## src/rtl/des_seq_if.sv

```systemverilog
// DES key-schedule sequencer bus.
// Groups the request handshake, the round-datapath control outputs and the
// result handshake. Signal names match the sequencer's external contract.
// The master side drives requests and accepts results; the slave side is
// the sequencer itself.
interface des_seq_if;
  logic        in_valid;
  logic        in_ready;
  logic [63:0] in_key;
  logic        in_decrypt;
  logic        dp_load;
  logic        dp_round_en;
  logic [47:0] dp_subkey;
  logic        dp_final;
  logic [4:0]  round_cnt;
  logic        out_valid;
  logic        out_ready;
  logic        busy;

  modport master (
    output in_valid, in_key, in_decrypt, out_ready,
    input  in_ready, dp_load, dp_round_en, dp_subkey, dp_final,
           round_cnt, out_valid, busy
  );

  modport slave (
    input  in_valid, in_key, in_decrypt, out_ready,
    output in_ready, dp_load, dp_round_en, dp_subkey, dp_final,
           round_cnt, out_valid, busy
  );
endinterface

```

## src/rtl/des_seq.sv

```systemverilog
// DES key-schedule sequencer.
// Accepts a 64-bit key, produces the 16 round subkeys (encrypt order
// K1..K16 or decrypt order K16..K1) one per cycle, and drives the load /
// round / final strobes of an external Feistel round datapath.
// Timeline: accept (cycle 0), dp_load (1), rounds (2..17), dp_final (18),
// out_valid from cycle 19 until out_ready.
// Optional feature: define DES_SEQ_ABORT_EN to add an 'abort' input that
// cancels a job in LOAD, ROUND or FINAL.
// Key bits use DES numbering: DES bit n of the key is in_key[64-n].
module des_seq (
  input logic        clk,
  input logic        rst_n,
`ifdef DES_SEQ_ABORT_EN
  input logic        abort,
`endif
  des_seq_if.slave   bus
);

  typedef enum logic [2:0] {
    S_IDLE  = 3'd0,
    S_LOAD  = 3'd1,
    S_ROUND = 3'd2,
    S_FINAL = 3'd3,
    S_DONE  = 3'd4
  } state_t;

  // Permuted choice 1: 64-bit key -> C0 (upper 28) / D0 (lower 28).
  // Parity bits 8,16,...,64 are never selected.
  function automatic logic [55:0] pc1(input logic [63:0] k);
    return {
      // C half
      k[64-57], k[64-49], k[64-41], k[64-33], k[64-25], k[64-17], k[64-9],
      k[64-1],  k[64-58], k[64-50], k[64-42], k[64-34], k[64-26], k[64-18],
      k[64-10], k[64-2],  k[64-59], k[64-51], k[64-43], k[64-35], k[64-27],
      k[64-19], k[64-11], k[64-3],  k[64-60], k[64-52], k[64-44], k[64-36],
      // D half
      k[64-63], k[64-55], k[64-47], k[64-39], k[64-31], k[64-23], k[64-15],
      k[64-7],  k[64-62], k[64-54], k[64-46], k[64-38], k[64-30], k[64-22],
      k[64-14], k[64-6],  k[64-61], k[64-53], k[64-45], k[64-37], k[64-29],
      k[64-21], k[64-13], k[64-5],  k[64-28], k[64-20], k[64-12], k[64-4]
    };
  endfunction

  // Permuted choice 2: 56-bit C||D -> 48-bit subkey, DES bit n of C||D
  // lives at cd[56-n].
  function automatic logic [47:0] pc2(input logic [55:0] cd);
    return {
      cd[56-14], cd[56-17], cd[56-11], cd[56-24], cd[56-1],  cd[56-5],
      cd[56-3],  cd[56-28], cd[56-15], cd[56-6],  cd[56-21], cd[56-10],
      cd[56-23], cd[56-19], cd[56-12], cd[56-4],  cd[56-26], cd[56-8],
      cd[56-16], cd[56-7],  cd[56-27], cd[56-20], cd[56-13], cd[56-2],
      cd[56-41], cd[56-52], cd[56-31], cd[56-37], cd[56-47], cd[56-55],
      cd[56-30], cd[56-40], cd[56-51], cd[56-45], cd[56-33], cd[56-48],
      cd[56-44], cd[56-49], cd[56-39], cd[56-56], cd[56-34], cd[56-53],
      cd[56-46], cd[56-42], cd[56-50], cd[56-36], cd[56-29], cd[56-32]
    };
  endfunction

  // Standard DES shift schedule s(i): one position for rounds 1,2,9,16,
  // two otherwise.
  function automatic logic [1:0] sched_shift(input logic [4:0] i);
    return (i == 5'd1 || i == 5'd2 || i == 5'd9 || i == 5'd16) ? 2'd1 : 2'd2;
  endfunction

  // Rotation applied to C/D on the way into round n.
  // Encrypt rotates left by s(n). Decrypt starts from the unrotated C0/D0
  // (which equal C16/D16, total left shift is 28) and walks backwards by
  // rotating right by s(18-n).
  function automatic logic [1:0] shift_amt(input logic [4:0] n, input logic dec);
    logic [1:0] amt;
    if (!dec)
      amt = sched_shift(n);
    else if (n == 5'd1)
      amt = 2'd0;
    else
      amt = sched_shift(5'd18 - n);
    return amt;
  endfunction

  // 28-bit rotate by 0..2 places, right when decrypting, left otherwise.
  function automatic logic [27:0] rot28(input logic [27:0] c,
                                        input logic [1:0]  amt,
                                        input logic        dec);
    logic [27:0] r;
    case (amt)
      2'd1:    r = dec ? {c[0], c[27:1]}   : {c[26:0], c[27]};
      2'd2:    r = dec ? {c[1:0], c[27:2]} : {c[25:0], c[27:26]};
      default: r = c;
    endcase
    return r;
  endfunction

  state_t      r_state;
  logic [27:0] r_c;
  logic [27:0] r_d;
  logic        r_dec;
  logic [4:0]  r_round;
  logic [47:0] r_subkey;
  logic        r_load;
  logic        r_round_en;
  logic        r_final;
  logic        r_out_valid;
  logic        r_busy;
  logic        r_in_ready;

  logic [55:0] w_cd0;
  logic [4:0]  w_next_round;
  logic [1:0]  w_shift;
  logic [27:0] w_c_nxt;
  logic [27:0] w_d_nxt;
  logic [47:0] w_subkey_nxt;

  // Key halves and subkey for the round about to start (round 1 from LOAD,
  // round_cnt+1 from ROUND).
  always_comb begin
    w_cd0        = pc1(bus.in_key);
    w_next_round = (r_state == S_ROUND) ? (r_round + 5'd1) : 5'd1;
    w_shift      = shift_amt(w_next_round, r_dec);
    w_c_nxt      = rot28(r_c, w_shift, r_dec);
    w_d_nxt      = rot28(r_d, w_shift, r_dec);
    w_subkey_nxt = pc2({w_c_nxt, w_d_nxt});
  end

  // Sequencer FSM; every output is a register updated with the state.
  always_ff @(posedge clk or negedge rst_n) begin
    if (!rst_n) begin
      r_state     <= S_IDLE;
      r_c         <= '0;
      r_d         <= '0;
      r_dec       <= 1'b0;
      r_round     <= '0;
      r_subkey    <= '0;
      r_load      <= 1'b0;
      r_round_en  <= 1'b0;
      r_final     <= 1'b0;
      r_out_valid <= 1'b0;
      r_busy      <= 1'b0;
      r_in_ready  <= 1'b1;
    end else begin
      r_load  <= 1'b0;
      r_final <= 1'b0;
      case (r_state)
        S_IDLE: begin
          if (bus.in_valid) begin
            r_c        <= w_cd0[55:28];
            r_d        <= w_cd0[27:0];
            r_dec      <= bus.in_decrypt;
            r_load     <= 1'b1;
            r_busy     <= 1'b1;
            r_in_ready <= 1'b0;
            r_state    <= S_LOAD;
          end
        end
        S_LOAD: begin
          r_c        <= w_c_nxt;
          r_d        <= w_d_nxt;
          r_subkey   <= w_subkey_nxt;
          r_round    <= 5'd1;
          r_round_en <= 1'b1;
          r_state    <= S_ROUND;
        end
        S_ROUND: begin
          if (r_round == 5'd16) begin
            r_round    <= '0;
            r_round_en <= 1'b0;
            r_subkey   <= '0;
            r_final    <= 1'b1;
            r_state    <= S_FINAL;
          end else begin
            r_c      <= w_c_nxt;
            r_d      <= w_d_nxt;
            r_subkey <= w_subkey_nxt;
            r_round  <= w_next_round;
          end
        end
        S_FINAL: begin
          r_out_valid <= 1'b1;
          r_state     <= S_DONE;
        end
        S_DONE: begin
          if (bus.out_ready) begin
            r_out_valid <= 1'b0;
            r_busy      <= 1'b0;
            r_in_ready  <= 1'b1;
            r_state     <= S_IDLE;
          end
        end
        default: begin
          r_round     <= '0;
          r_round_en  <= 1'b0;
          r_subkey    <= '0;
          r_out_valid <= 1'b0;
          r_busy      <= 1'b0;
          r_in_ready  <= 1'b1;
          r_state     <= S_IDLE;
        end
      endcase
`ifdef DES_SEQ_ABORT_EN
      // Abort drops the job before any dp_final / out_valid is produced.
      if (abort && (r_state == S_LOAD || r_state == S_ROUND || r_state == S_FINAL)) begin
        r_load      <= 1'b0;
        r_round_en  <= 1'b0;
        r_final     <= 1'b0;
        r_round     <= '0;
        r_subkey    <= '0;
        r_out_valid <= 1'b0;
        r_busy      <= 1'b0;
        r_in_ready  <= 1'b1;
        r_state     <= S_IDLE;
      end
`endif
    end
  end

  assign bus.in_ready    = r_in_ready;
  assign bus.dp_load     = r_load;
  assign bus.dp_round_en = r_round_en;
  assign bus.dp_subkey   = r_subkey;
  assign bus.dp_final    = r_final;
  assign bus.round_cnt   = r_round;
  assign bus.out_valid   = r_out_valid;
  assign bus.busy        = r_busy;

endmodule

```

## src/flat_wrapper.sv

```systemverilog
// flat-port wrapper written by rule: the top's interface ports become plain ports
module des_seq_flat 
  (clk, rst_n, bus_in_valid, bus_in_key, bus_in_decrypt, bus_out_ready, bus_in_ready, bus_dp_load, bus_dp_round_en, bus_dp_subkey, bus_dp_final, bus_round_cnt, bus_out_valid, bus_busy);
  des_seq_if bus_i ();
  input logic clk;
  input logic rst_n;
  input wire logic [$bits(bus_i.in_valid)-1:0] bus_in_valid;
  input wire logic [$bits(bus_i.in_key)-1:0] bus_in_key;
  input wire logic [$bits(bus_i.in_decrypt)-1:0] bus_in_decrypt;
  input wire logic [$bits(bus_i.out_ready)-1:0] bus_out_ready;
  output wire logic [$bits(bus_i.in_ready)-1:0] bus_in_ready;
  output wire logic [$bits(bus_i.dp_load)-1:0] bus_dp_load;
  output wire logic [$bits(bus_i.dp_round_en)-1:0] bus_dp_round_en;
  output wire logic [$bits(bus_i.dp_subkey)-1:0] bus_dp_subkey;
  output wire logic [$bits(bus_i.dp_final)-1:0] bus_dp_final;
  output wire logic [$bits(bus_i.round_cnt)-1:0] bus_round_cnt;
  output wire logic [$bits(bus_i.out_valid)-1:0] bus_out_valid;
  output wire logic [$bits(bus_i.busy)-1:0] bus_busy;
  assign bus_i.in_valid = bus_in_valid;
  assign bus_i.in_key = bus_in_key;
  assign bus_i.in_decrypt = bus_in_decrypt;
  assign bus_i.out_ready = bus_out_ready;
  assign bus_in_ready = bus_i.in_ready;
  assign bus_dp_load = bus_i.dp_load;
  assign bus_dp_round_en = bus_i.dp_round_en;
  assign bus_dp_subkey = bus_i.dp_subkey;
  assign bus_dp_final = bus_i.dp_final;
  assign bus_round_cnt = bus_i.round_cnt;
  assign bus_out_valid = bus_i.out_valid;
  assign bus_busy = bus_i.busy;
  des_seq u_core (.clk(clk), .rst_n(rst_n), .bus(bus_i));
endmodule
```

## config.mk

```make
export PLATFORM = sky130hd
export DESIGN_NAME = des_seq_flat
export DESIGN_NICKNAME = d
export VERILOG_FILES = /design/src/rtl/des_seq_if.sv /design/src/rtl/des_seq.sv /design/src/flat_wrapper.sv
export SDC_FILE = /design/constraint.sdc
export NUM_CORES = 1
export LEC_CHECK = 0
export CAP_MARGIN = 20
export CORE_ASPECT_RATIO = 2
export CORE_MARGIN = 10
export CORE_UTILIZATION = 47
export DETAILED_ROUTE_END_ITERATION = 10
export PLACE_DENSITY = 0.74
export SYNTH_ARGS = -nofsm -noshare
export SYNTH_HDL_FRONTEND = slang
export SYNTH_SLANG_ARGS = --single-unit
```

## constraint.sdc

```tcl
create_clock -name clk -period 2.6 [get_ports clk]
set_input_delay 0.26 -clock clk [delete_from_list [all_inputs] [get_ports clk]]
set_output_delay 0.26 -clock clk [all_outputs]
set_load 0.05 [all_outputs]
```

=== Word-level counts from Yosys, hierarchy flattened ===
Cells that the tools add are included.

* Flip-flop bits (word level): 119
* Bits of input ports: 69
* Output and inout bits: 59
* Word-level logic and storage cells: 91

* Reduce and logical (&&, ||, !) cells: 17
* Mux-type cells: 38
* Equal/unequal tests: 19
* $add $sub $neg: 2
* Bitwise gates (word level): 3

{| class="wikitable"
|+ Operators with widths
! kind !! count
|-
| 2-to-1 mux 28 bit || 8
|-
| one-hot mux 28 bit (3 select lines) || 2
|-
| one-hot mux 48 bit (3 select lines) || 1
|-
| one-hot mux 28 bit (2 select lines) || 2
|-
| 2-to-1 mux 48 bit || 1
|-
| == test 5 bit, second input constant || 3
|-
| one-hot mux 3 bit (5 select lines) || 1
|-
| one-hot mux 5 bit (3 select lines) || 1
|-
| one-hot mux 1 bit (3 select lines) || 4
|-
| == test 5 x 1 -> 1 bit, second input constant || 2
|-
| == test 5 x 2 -> 1 bit, second input constant || 2
|-
| == test 5 x 4 -> 1 bit, second input constant || 2
|-
| 2-to-1 mux 5 bit || 2
|-
| 2-to-1 mux 1 bit || 9
|-
| 2-to-1 mux 3 bit || 3
|-
| AND reduction 3 bit || 3
|-
| OR reduction 3 bit || 3
|-
| 2-to-1 mux 2 bit || 4
|-
| inequality test 2 bit, second input constant || 4
|-
| == test 3 x 2 -> 1 bit, second input constant || 2
|-
| logical OR 1 bit || 6
|-
| AND reduction 2 bit || 3
|-
| adder 5 x 1 -> 5 bit, second input constant || 1
|-
| subtractor 5 bit, first input constant || 1
|-
| 7 further kinds || 9
|}

=== Depth between registers and ports, before layout ===
* Depth in word-level cells: 14
* Gate-level depth with buffers: 12
* Gate-level depth less buffers: 9

=== Worst setup path after synthesis ===
Ideal clock, no wire load.

* Kind: flip-flop to flip-flop
* Start point: register u_core.r_round[0], in the netlist u_core.bus.round_cnt[0]
* End point: register u_core.r_d[15]
* Data required time: 2463 ps
* Setup slack: -453 ps
* Clock period less this slack: 3053 ps
* Buffers on the path: 2
* Data arrival time: 2916 ps
* Library setup time: 137 ps
* Stages on the path, launching flop included: 11
* Path through: dfrtp_1 > inv_1 > ha_1 > buf_4 > or4_4 > o21a_1 > buf_2 > o31a_1 > a221o_1 > a31oi_1 > a21oi_1

* Longest elaborated chain between the ends: 14

{| class="wikitable"
|+ Ends and longest elaborated chain
! element !! line !! source
|-
| start: declaration || des_seq.sv:97 || <nowiki>logic [4:0] r_round;</nowiki>
|-
| start signal: assignment || des_seq.sv:173 || <nowiki>r_round <= w_next_round;</nowiki>
|-
| adder 5 x 1 -> 5 bit || des_seq.sv:117 || <nowiki>w_next_round = (r_state == S_ROUND) ? (r_round + 5'd1) : 5'd1;</nowiki>
|-
| 2-to-1 mux 5 bit || des_seq.sv:117 ||
|-
| subtractor 5 bit || des_seq.sv:76 || <nowiki>amt = sched_shift(5'd18 - n);</nowiki>
|-
| == test 5 x 1 -> 1 bit / == test 5 x 2 -> 1 bit (equally long branches) || des_seq.sv:62 || <nowiki>return (i == 5'd1 || i == 5'd2 || i == 5'd9 || i == 5'd16) ? 2'd1 : 2'd2;</nowiki>
|-
| logical OR 1 bit (3 in a row) || des_seq.sv:62 ||
|-
| 2-to-1 mux 2 bit || des_seq.sv:62 ||
|-
| 2-to-1 mux 2 bit || des_seq.sv:73 || <nowiki>else if (n == 5'd1)</nowiki>
|-
| 2-to-1 mux 2 bit || des_seq.sv:71 || <nowiki>if (!dec)</nowiki>
|-
| == test 2 bit / == test 2 x 1 -> 1 bit (equally long branches) || des_seq.sv:85 || <nowiki>case (amt)</nowiki>
|-
| one-hot mux 28 bit (2 select lines) || des_seq.sv:85 ||
|-
| 2-to-1 mux 28 bit || des_seq.sv:163 || <nowiki>if (r_round == 5'd16) begin</nowiki>
|-
| one-hot mux 28 bit (3 select lines) || des_seq.sv:142 || <nowiki>case (r_state)</nowiki>
|-
| end signal: assignment || des_seq.sv:146 || <nowiki>r_d <= w_cd0[27:0];</nowiki>
|-
| end signal: assignment || des_seq.sv:156 || <nowiki>r_d <= w_d_nxt;</nowiki>
|-
| end signal: assignment || des_seq.sv:171 || <nowiki>r_d <= w_d_nxt;</nowiki>
|-
| end: declaration || des_seq.sv:95 || <nowiki>logic [27:0] r_d;</nowiki>
|}

Several ways; a longest one is shown, not always the timed one. The select of a mux whose other input is x is not followed.
A chain may end at the register's enable or synchronous reset.

=== Final worst setup path ===
* Start point: register u_core.r_round[1], in the netlist u_core.bus.round_cnt[1]
* End point: register u_core.r_c[26]

* Longest elaborated chain between the ends: 14

{| class="wikitable"
|+ Ends and longest elaborated chain
! element !! line !! source
|-
| adder 5 x 1 -> 5 bit || des_seq.sv:117 ||
|-
| 2-to-1 mux 5 bit || des_seq.sv:117 ||
|-
| subtractor 5 bit || des_seq.sv:76 ||
|-
| == test 5 x 1 -> 1 bit / == test 5 x 2 -> 1 bit (equally long branches) || des_seq.sv:62 ||
|-
| logical OR 1 bit (3 in a row) || des_seq.sv:62 ||
|-
| 2-to-1 mux 2 bit || des_seq.sv:62 ||
|-
| 2-to-1 mux 2 bit || des_seq.sv:73 ||
|-
| 2-to-1 mux 2 bit || des_seq.sv:71 ||
|-
| == test 2 bit / == test 2 x 1 -> 1 bit (equally long branches) || des_seq.sv:85 ||
|-
| one-hot mux 28 bit (2 select lines) || des_seq.sv:85 ||
|-
| 2-to-1 mux 28 bit || des_seq.sv:163 ||
|-
| one-hot mux 28 bit (3 select lines) || des_seq.sv:142 ||
|-
| end signal: assignment || des_seq.sv:145 || <nowiki>r_c <= w_cd0[55:28];</nowiki>
|-
| end signal: assignment || des_seq.sv:155 || <nowiki>r_c <= w_c_nxt;</nowiki>
|-
| end signal: assignment || des_seq.sv:170 || <nowiki>r_c <= w_c_nxt;</nowiki>
|-
| end: declaration || des_seq.sv:94 || <nowiki>logic [27:0] r_c;</nowiki>
|}

Several ways; a longest one is shown, not always the timed one. The select of a mux whose other input is x is not followed.

==> impl_metrics.toml <==
[run_status]
status = "finished, violations left"
failed_checks = "setup timing"

[grt]
grt_pass1_wl_um = 53800
grt_max_degree = 120
first_global_vias = 9597
antenna_found_initial = 0
grt_overflow = 0
track_usage = 0.294

[critical_path]
endpoint = "u_core.r_c[26]"
worstReg2RegStart = "u_core.bus.round_cnt[1]"
worstPathRequired_ns = 2.90
worstPathMaxFanout = 14
reg2reg_depth = 13
worst_setup_path_start_kind = "flip-flop"
r2r_end = "u_core.r_c[26]"
cp-end-kind = "flip-flop"
arrival_ns = 3.08
worstSetupPathType = "reg2reg"
reg2reg_slack_ns = -0.18
crit_path_start = "u_core.bus.round_cnt[1]"

[timing]
fin_crit_sh = 1.07
fin_skew_ns = 0.00839
fin_hold_ws_ns = 0.424
rsz0062_at_grt = "yes"
hold_viol_final = 0
fin_setup_tns_ns = -8.60
max_freq_mhz = 359
setup_slack_ns = -0.183
drv_slew = 0
post-route-min-period_ns = 2.78
setup_viol = 95
slew_headroom = 0.520
worst_pin_slew_ns = 0.711

[worst_hold_path]
min-delay-path-class = "in2async"

[cells_and_area]
final_cells = 1354
layout.nets = 1206
area_growth_pct = 53.9
drive_gt1_frac = 0.303
final_cell_area_sq_um = 12300
diodes = 0

[routing]
wl_um = 35800
via_count = 9533
drtAntennaViolNets = 0
wl_per_cell_um = 26.4
drc = 0
drt_iter0_markers = 976
drt_pre_antenna_iters = 6
drt-vias-per-instance = 7.04

[yosys]
synthArstFlopShare = 1.00
syn_area_sq_um = 7980
seq_area_frac_synth = 0.373
yosysTopAreaCellShare = 0.370
synthAdderAreaFrac = 0.00313
synth_top_flop_cell = "dfrtp_1"
synthMuxAreaShare = 0.0632
synth_xor_area_frac = 0.00752
ys_types = 69
synth-simple-area-share = 0.121
synth_seq_cells = 119
synth-compound-area-share = 0.370
synth_top_family_by_area = "compound AO/OA/AOI/OAI gates"
synth_warnings = 0
postSynthAreaPerCell_sq_um = 8.33
synth_edf_count = 0
syn_inst = 959
yosysTopAreaCell = "dfrtp_1"
synthTopCellsByArea = "dfrtp_1 (37%), o21ai_0 (7.3%), mux2i_1 (5.9%), a21oi_1 (5.8%), o22ai_1 (4.6%)"
mappedNetlistNets = 1030

[floorplan]
die_h_um = 204
die_w_um = 112
die_area_sq_um = 22900
core.rowCount = 67
initial_core_util = 0.476
ioPinCount = 128
core_area_sq_um = 16800

[cts]
clk_latency_ns = 0.43
htree_levels = 4
root_buffer = "clkbuf_16"
cts.sinks = 119
clock_path_buffers = 2
cts_tree = "built"
numCtsBuffers = 17
clkTransAtPathRegs_ns = 0.06

[placement]
dp_cells = 1276
placed_cell_area_sq_um = 9920
hpwl_um = 21700
port_buffers = 119
gp_congestion = 1.01

[run]
cap_violations = 0
[cell usage in the layout, fill, tap and decap left out, types with 5 or more instances in the layout]
cell type        count
a211oi_2             7
a21o_1               9
a21oi_1             70
a21oi_2             19
a21oi_4              5
a221o_1             27
a22o_1               6
a22oi_1              6
a32o_1               5
buf_12              22
buf_16               9
buf_4               79
buf_6               22
clkbuf_16           20
clkdlybuf4s50_1    118
dfrtp_1            115
inv_1                6
mux2i_1             47
nand2_1             87
nand3_1              6
nand3_2              5
nor2_1              32
nor2_2              22
nor2_4               6
nor3_1              19
o211ai_1            10
o21ai_0             85
o21ai_1             58
o21ai_2              5
o22ai_1             17
o22ai_2             30
o22ai_4             12
o31a_1               6
o41ai_1             14
or3_1                5
[kinds of logic after synthesis]
family                     Yosys count
AOI/OAI and AO/OA                  459
xor gates and xnor gates             6
adders and majority gates            2
buffers and inverters              112
DFF                                119
muxes                               50
and+or+nand+nor                    211
[worst min-delay path by stage]
stage / start / endpoint / slack, ns
finish: rst_n / u_core.bus.dp_subkey[22] / 0.42
global route: bus_in_decrypt / u_core.r_dec / 0.48
CTS: bus_in_decrypt / u_core.r_dec / 0.44
detailed placement: rst_n / u_core.bus.dp_subkey[22] / 0.41
global placement: rst_n / u_core.bus.dp_subkey[22] / 0.40
floorplan: rst_n / u_core.bus.busy / -0.04
[cell type report]
| class | count | area (sq um) |
|---|---|---|
| Multi-Input combinational cell | 729 | 5530 |
| Fill cell | 1233 | 4480 |
| Sequential cell | 119 | 2990 |
| Timing Repair Buffer | 259 | 2890 |
| Clock buffer | 19 | 433 |
| Tap cell | 207 | 259 |
| Clock inverter | 12 | 155 |
| Inverter | 9 | 36.3 |
[cells in the mapped netlist, types with 15 or more instances]
library cell,number
o22ai_1,59
nand2_1,92
mux2i_1,47
a221o_1,27
o21ai_1,32
a211oi_1,15
dfrtp_1,118
o21ai_0,116
buf_2,24
nor3_1,21
clkbuf_1,63
nor2_1,57
a21oi_1,92
o41ai_1,18
[critical path, cell delays in order, from the launching register on]
cell	delay, ns
dfrtp_2	0.42
buf_6	0.13
inv_4	0.04
ha_4	0.19
buf_6	0.12
or4_4	0.45
o21ai_4	0.20
buf_6	0.16
buf_12	0.12
nor2_4	0.04
buf_12	0.15
a221o_1	0.30
a31oi_2	0.20
a21oi_1	0.12
[through the flow]
step / utilization / worst slack (ns)
final: 0.733 / -0.183
after global routing: 0.733 / -0.240
after CTS: 0.702 / -0.142
after detailed placement: 0.592 / -0.292
after global placement: 0.591 / -0.458
after floorplan: - / -0.0311
[registers in the layout, indices dropped and copies added, names as in the netlist, 3 cells and up]
signal and cells:
u_core.bus.round_cnt 5, u_core.bus.dp_subkey 48, u_core.r_state 3, u_core.r_d 28, u_core.r_c 28
[per-layer routing]
| metal | routed length (um) | global-route usage | vias to the layer above |
|---|---|---|---|
| met5 | 0 | 0 | - |
| met4 | 3230 | 0.248 | 0 |
| met3 | 2830 | 0.0600 | 238 |
| met2 | 17800 | 0.499 | 639 |
| met1 | 11900 | 0.304 | 4633 |
| li1 | - | - | 4023 |
[what timing repair did]
item	in CTS	in global routing
pin swaps	56	59
gates resized for setup	161	98
hold buffers	1	0
cloned	12	5
setup endpoints to repair	104	104
endpoints found under the hold margin	118	0
setup buffers	27	6
Power is not shown: default switching activity piles up to over one toggle a cycle in this logic, so the estimate is an artifact.
